<file path="src/rtl/mem_arbiter_pkg.sv">
// Shared types for the two-port memory arbiter: word/mask aliases, arbiter
// state encoding and the latched request record that drives the physical port.
package mem_arbiter_pkg;

   typedef logic [15:0] lc3b_word;
   typedef logic [1:0]  lc3b_mem_wmask;

   typedef enum logic [1:0] {
      ARB_IDLE = 2'd0,
      ARB_INST = 2'd1,
      ARB_DATA = 2'd2
   } lc3b_arb_state;

   typedef struct packed {
      logic          read;
      logic          write;
      lc3b_mem_wmask wmask;
      lc3b_word      address;
      lc3b_word      wdata;
   } lc3b_mem_op;

   localparam int unsigned DEFAULT_STARVE_LIMIT = 4;

endpackage

</file>
<file path="src/rtl/mem_arbiter.sv">
// Arbitrates the fetch and data ports onto one physical memory port, one
// transaction at a time; data wins ties unless fetch has waited STARVE_LIMIT grants.
module mem_arbiter
   import mem_arbiter_pkg::*;
#(
   parameter int unsigned STARVE_LIMIT = DEFAULT_STARVE_LIMIT
) (
   input  logic                                clk,
   input  logic                                reset,
   // fetch port
   input  logic                                imem_read,
   input  logic [15:0]                         imem_address,
   output logic [15:0]                         imem_rdata,
   output logic                                imem_resp,
   // data port
   input  logic                                dmem_read,
   input  logic                                dmem_write,
   input  logic [1:0]                          dmem_wmask,
   input  logic [15:0]                         dmem_address,
   input  logic [15:0]                         dmem_wdata,
   output logic [15:0]                         dmem_rdata,
   output logic                                dmem_resp,
   // physical memory port
   output logic                                pmem_read,
   output logic                                pmem_write,
   output logic [1:0]                          pmem_wmask,
   output logic [15:0]                         pmem_address,
   output logic [15:0]                         pmem_wdata,
   input  logic [15:0]                         pmem_rdata,
   input  logic                                pmem_resp,
   // debug visibility of internal state
   output logic [1:0]                          arb_state_o,
   output logic [$clog2(STARVE_LIMIT+1)-1:0]   starve_cnt_o
);

   localparam int unsigned CW = $clog2(STARVE_LIMIT + 1);
   localparam logic [CW-1:0] LIMIT = CW'(STARVE_LIMIT);

   lc3b_arb_state  state_q, state_d;
   lc3b_mem_op     req_q, req_d;
   logic [CW-1:0]  starve_q, starve_d;
   logic           data_req;
   logic           force_fetch;

   always_ff @(posedge clk) begin
      if (reset) begin
         state_q  <= ARB_IDLE;
         req_q    <= '0;
         starve_q <= '0;
      end else begin
         state_q  <= state_d;
         req_q    <= req_d;
         starve_q <= starve_d;
      end
   end

   assign data_req    = dmem_read | dmem_write;
   assign force_fetch = imem_read && (starve_q == LIMIT);

   always_comb begin
      state_d  = state_q;
      req_d    = req_q;
      starve_d = starve_q;
      unique case (state_q)
         ARB_IDLE: begin
            if (data_req && !force_fetch) begin
               state_d       = ARB_DATA;
               // a simultaneous read+write is serviced as the write alone
               req_d.read    = dmem_read & ~dmem_write;
               req_d.write   = dmem_write;
               req_d.wmask   = dmem_wmask;
               req_d.address = dmem_address;
               req_d.wdata   = dmem_wdata;
               if (!imem_read)
                  starve_d = '0;
               else if (starve_q != LIMIT)
                  starve_d = starve_q + CW'(1);
            end else if (imem_read) begin
               state_d       = ARB_INST;
               req_d.read    = 1'b1;
               req_d.write   = 1'b0;
               req_d.wmask   = '0;
               req_d.address = imem_address;
               req_d.wdata   = '0;
               starve_d      = '0;
            end
         end
         ARB_INST, ARB_DATA: begin
            if (pmem_resp)
               state_d = ARB_IDLE;
         end
         default: state_d = ARB_IDLE;
      endcase
   end

   // the physical port only ever reflects the latched request
   assign pmem_read    = (state_q != ARB_IDLE) & req_q.read;
   assign pmem_write   = (state_q != ARB_IDLE) & req_q.write;
   assign pmem_wmask   = req_q.wmask;
   assign pmem_address = req_q.address;
   assign pmem_wdata   = req_q.wdata;

   assign imem_resp  = (state_q == ARB_INST) & pmem_resp;
   assign dmem_resp  = (state_q == ARB_DATA) & pmem_resp;
   assign imem_rdata = imem_resp ? pmem_rdata : '0;
   assign dmem_rdata = dmem_resp ? pmem_rdata : '0;

   assign arb_state_o  = state_q;
   assign starve_cnt_o = starve_q;

endmodule

</file>
<file path="config.mk">
export PLATFORM = sky130hd
export DESIGN_NAME = mem_arbiter
export DESIGN_NICKNAME = d
export VERILOG_FILES = /design/src/rtl/mem_arbiter_pkg.sv /design/src/rtl/mem_arbiter.sv
export SDC_FILE = /design/constraint.sdc
export NUM_CORES = 1
export LEC_CHECK = 0
export CAP_MARGIN = 10
export CORE_MARGIN = 2
export CORE_UTILIZATION = 37
export DETAILED_ROUTE_END_ITERATION = 7
export PLACE_DENSITY = 0.81
export SYNTH_ARGS = -nofsm -noshare
export SYNTH_HDL_FRONTEND = slang
export SYNTH_SLANG_ARGS = --single-unit
</file>
<file path="constraint.sdc">
create_clock -name clk -period 1.9 [get_ports clk]
set_clock_uncertainty 0.05 [all_clocks]
set_input_delay 0.285 -clock clk [delete_from_list [all_inputs] [get_ports clk]]
set_output_delay 0.285 -clock clk [all_outputs]
set_load 0.01 [all_outputs]
</file>
==> impl_metrics.csv <==
group,metric,value,unit
status,status,"completed",
timing,worst_pin_slew,0.3361,ns
clocking,numCtsBuffers,5,
synthesis,ys_ff_latch,41,
critical_path,worstSetupPathType,"reg2out",
detailed_routing,drc,0,
timing,hold_violations,0,
synthesis,synthesis.area,2337,µm²
critical_path,worst_path_max_delay_cell,"dfxtp_2",
pwr,ir_drop,561.7,µV
floorplanning,fp-row-count,28,
clocking,clock_latency,0.28,ns
timing,tns,0,ns
hold_path,hold_depth,2,
clocking,htreeDepth,2,
clocking,clk_pin_slew,0.07,ns
critical_path,start_kind,"flip-flop",
synthesis,ys_warn_count,0,
critical_path,reg2reg_depth,6,
detailed_routing,drt_iter0_markers,115,
detailed_routing,antenna_left,0,
clocking,cts_buffer_depth,2,
timing,relSlewSlack,0.7728,
placement,dp_hpwl,4965,µm
critical_path,path_max_fanout,8,
floorplanning,die_h,83.48,µm
layout,fin_area,3791,µm²
placement,gp_congestion,0.7063,
layout,drive_above_1_share,0.09600,
clocking,cts_sinks,41,
hold_path,hold_class,"reg2reg",
critical_path,cpMostUsedCell,"buf_4",
pwr,power_density,646.6,nW/µm²
layout,area_growth,62.21,%
layout,nets,451,
critical_path,rr_startpoint,"arb_state_o[1]",
timing,min_period_over_period,0.9623,
synthesis,synth_fp_nets,338,
critical_path,reg2reg_to,"pmem_address[9]",
synthesis,synthCells,261,
critical_path,crit_family,"buffers and inverters",
detailed_routing,vias_per_cell,5.127,
timing,setup_viol,0,
floorplanning,dieArea,6969,µm²
placement,io_buffers,146,
layout,final_core_util,0.6292,
global_route,grt.overflow.total,0,
detailed_routing,wirelength,6931,µm
pwr,p_leak,1.639,nW
synthesis,synth_cell_type_count,28,
timing,slew_viol_final,0,
synthesis,synth_largest_area_cell,"dfxtp_1",
floorplanning,die_x,83.48,µm
global_route,grt_max_degree,37,
floorplanning,start_util,0.3879,
critical_path,arrival,1.49,ns
global_route,grt_pass1_vias,2266,
detailed_routing,wl_per_cell,15.40,µm
global_route,track_usage,0.1930,
clocking,tritoncts,"yes",
critical_path,cp_slowest_stage_delay,0.33,ns
synthesis,ys_top_cells_by_area,"dfxtp_1 35%, buf_4 12%, and3_1 8.6%, a32oi_1 7.1%, a221o_1 6.9%",
global_route,grt_pass1_wl,11260,µm
timing,min_period,1.828,ns
placement,dpl-instance-area,3661,µm²
global_route,antenna_found_initial,0,
critical_path,worst-path-buf-inv,3,
synthesis,synth.top_cell.area_share,0.3512,
hold_path,min-delay-start,"pmem_wdata[0]",
floorplanning,coreArea,6026,µm²
detailed_routing,first_pass_iters,4,
detailed_routing,vias,2307,
critical_path,cp.required,1.56,ns
critical_path,r2r_slack,0.21,ns
layout,antenna-diode-count,0,
layout,nFillCells,521,
critical_path,worstPathCellList,"buf_4 -> ha_2 -> buf_4 -> and3_1 -> dlygate4sd2_1",
synthesis,ys_seq_area_frac,0.3512,
clocking,cts_root_buf,"clkbuf_8",
critical_path,end_kind,"output port",
floorplanning,pin_count,147,
hold_path,min_to,"pmem_wdata[0]",
synthesis,synth_area_per_cell,8.955,µm²
timing,fmax,547.0,MHz
job,cap_violations,0,
layout by cell type, fill, tap and decap left out, types with 2 or more instances in the layout:
cell type	instances
ha_2	2
nor2_1	20
clkdlybuf4s15_1	7
ha_1	2
nor2b_1	22
buf_4	16
o21ai_0	3
and2_1	2
a221o_1	16
dfxtp_1	39
clkdlybuf4s50_1	109
nand3_1	3
and3_1	32
a21oi_1	3
inv_1	4
dlygate4sd2_1	28
clkbuf_8	6
nand2_1	4
a211oi_1	2
a32oi_1	19
buf_12	3
nor4b_1	17
Yosys cell counts, drive strengths merged:
| library cell | instances |
|---|---|
| clkbuf | 16 |
| and3 | 32 |
| a32oi | 19 |
| nand3 | 3 |
| a221o | 16 |
| ha | 5 |
| inv | 4 |
| nand2b | 1 |
| buf | 43 |
| nor4b | 17 |
| or3 | 1 |
| dfxtp | 41 |
| and3b | 1 |
| a211oi | 2 |
| nor2 | 20 |
| o31ai | 1 |
| nand4 | 1 |
| o21a | 1 |
| o21ai | 3 |
| nand2 | 4 |
| nor2b | 22 |
| a21oi | 3 |
| a2bb2oi | 1 |
| a311oi | 1 |
| and2 | 3 |
layer usage:
| metal | wire length (µm) | track usage | vias to the layer above |
|---|---|---|---|
| met2 | 3439 | 0.3424 | 77 |
| met4 | 77 | 0.04692 | 0 |
| met5 | 0 | 0 | - |
| met3 | 408 | 0.04946 | 8 |
| li1 | - | - | 1153 |
| met1 | 3006 | 0.2336 | 1069 |
state kept, by name, indices dropped and copies added, names as in the netlist:
register,cells
pmem_wmask,2
pmem_address,16
arb_state_o,2
pmem_wdata,16
req_q,2
starve_cnt_o,3
worst max-delay path by stage:
| stage | start | endpoint | depth (start not counted) | slack, ns |
|---|---|---|---|---|
| after floorplan | arb_state_o[0] | pmem_address[0] | 8 | 0.08 |
| after global placement | dmem_write | pmem_address[7] | 4 | -0.11 |
| after detailed placement | dmem_write | pmem_address[9] | 4 | -0.13 |
| after CTS | arb_state_o[0] | dmem_rdata[7] | 5 | 0.04 |
| after global routing | arb_state_o[1] | imem_rdata[1] | 5 | -0.005 |
| final | arb_state_o[0] | imem_rdata[13] | 5 | 0.07 |
logic make-up (layout without fill, tap and decap cells):
group	Yosys count	in the layout	synth area share
AND/OR/NAND/NOR	105	105	0.2730
buffers and inverters	63	177	0.1676
AO/OA/AOI/OAI	47	47	0.1815
flip-flops	41	41	0.3512
adder cells (fa/ha/maj)	5	5	0.02677
cell type report:
cell class | instances | area (µm²) | area share
timing repair buffer | 165 | 1597 | 0.4211
multi-input combinational | 157 | 1144 | 0.3017
sequential | 41 | 825.8 | 0.2178
tap | 75 | 93.84 | 0.02475
clock buffer | 7 | 86.33 | 0.02277
clock inverter | 1 | 30.03 | 0.007921
inverter | 4 | 15.01 | 0.003960
per-stage QoR:
step / hold WS (ns) / worst slack (ns) / power, mW / std cells
2_1_floorplan: 0.3507 / 0.08205 / 1.419 / 261
3_3_place_gp: 0.4113 / -0.1069 / 1.746 / 438
3_5_place_dp: 0.4234 / -0.1309 / 1.756 / 438
4_1_cts: 0.4431 / 0.03556 / 2.477 / 448
5_1_grt: 0.4485 / -0.004860 / 2.582 / 450
6_report: 0.4377 / 0.07170 / 2.451 / 450
worst register-to-register path, stage by stage, from the launching register on:
cell,delay [ns]
dfxtp_4,0.36
inv_1,0.08
ha_2,0.31
o31ai_4,0.11
nor2b_1,0.16
buf_12,0.15
a221o_1,0.35
repair_timing:
action / CTS / global route
hold buffers: 0 / 0
resized for setup: 43 / 11
setup endpoints to repair: 50 / 37
buffers inserted: 2 / 2
pin swaps: 1 / 0
where the power goes:
group	internal, mW	switching [mW]	total (mW)
sequential	0.941	0.0455	0.986
clock	0.428	0.285	0.713
combinational	0.436	0.316	0.752
No activity file was read; power rests on OpenSTA's default activity.
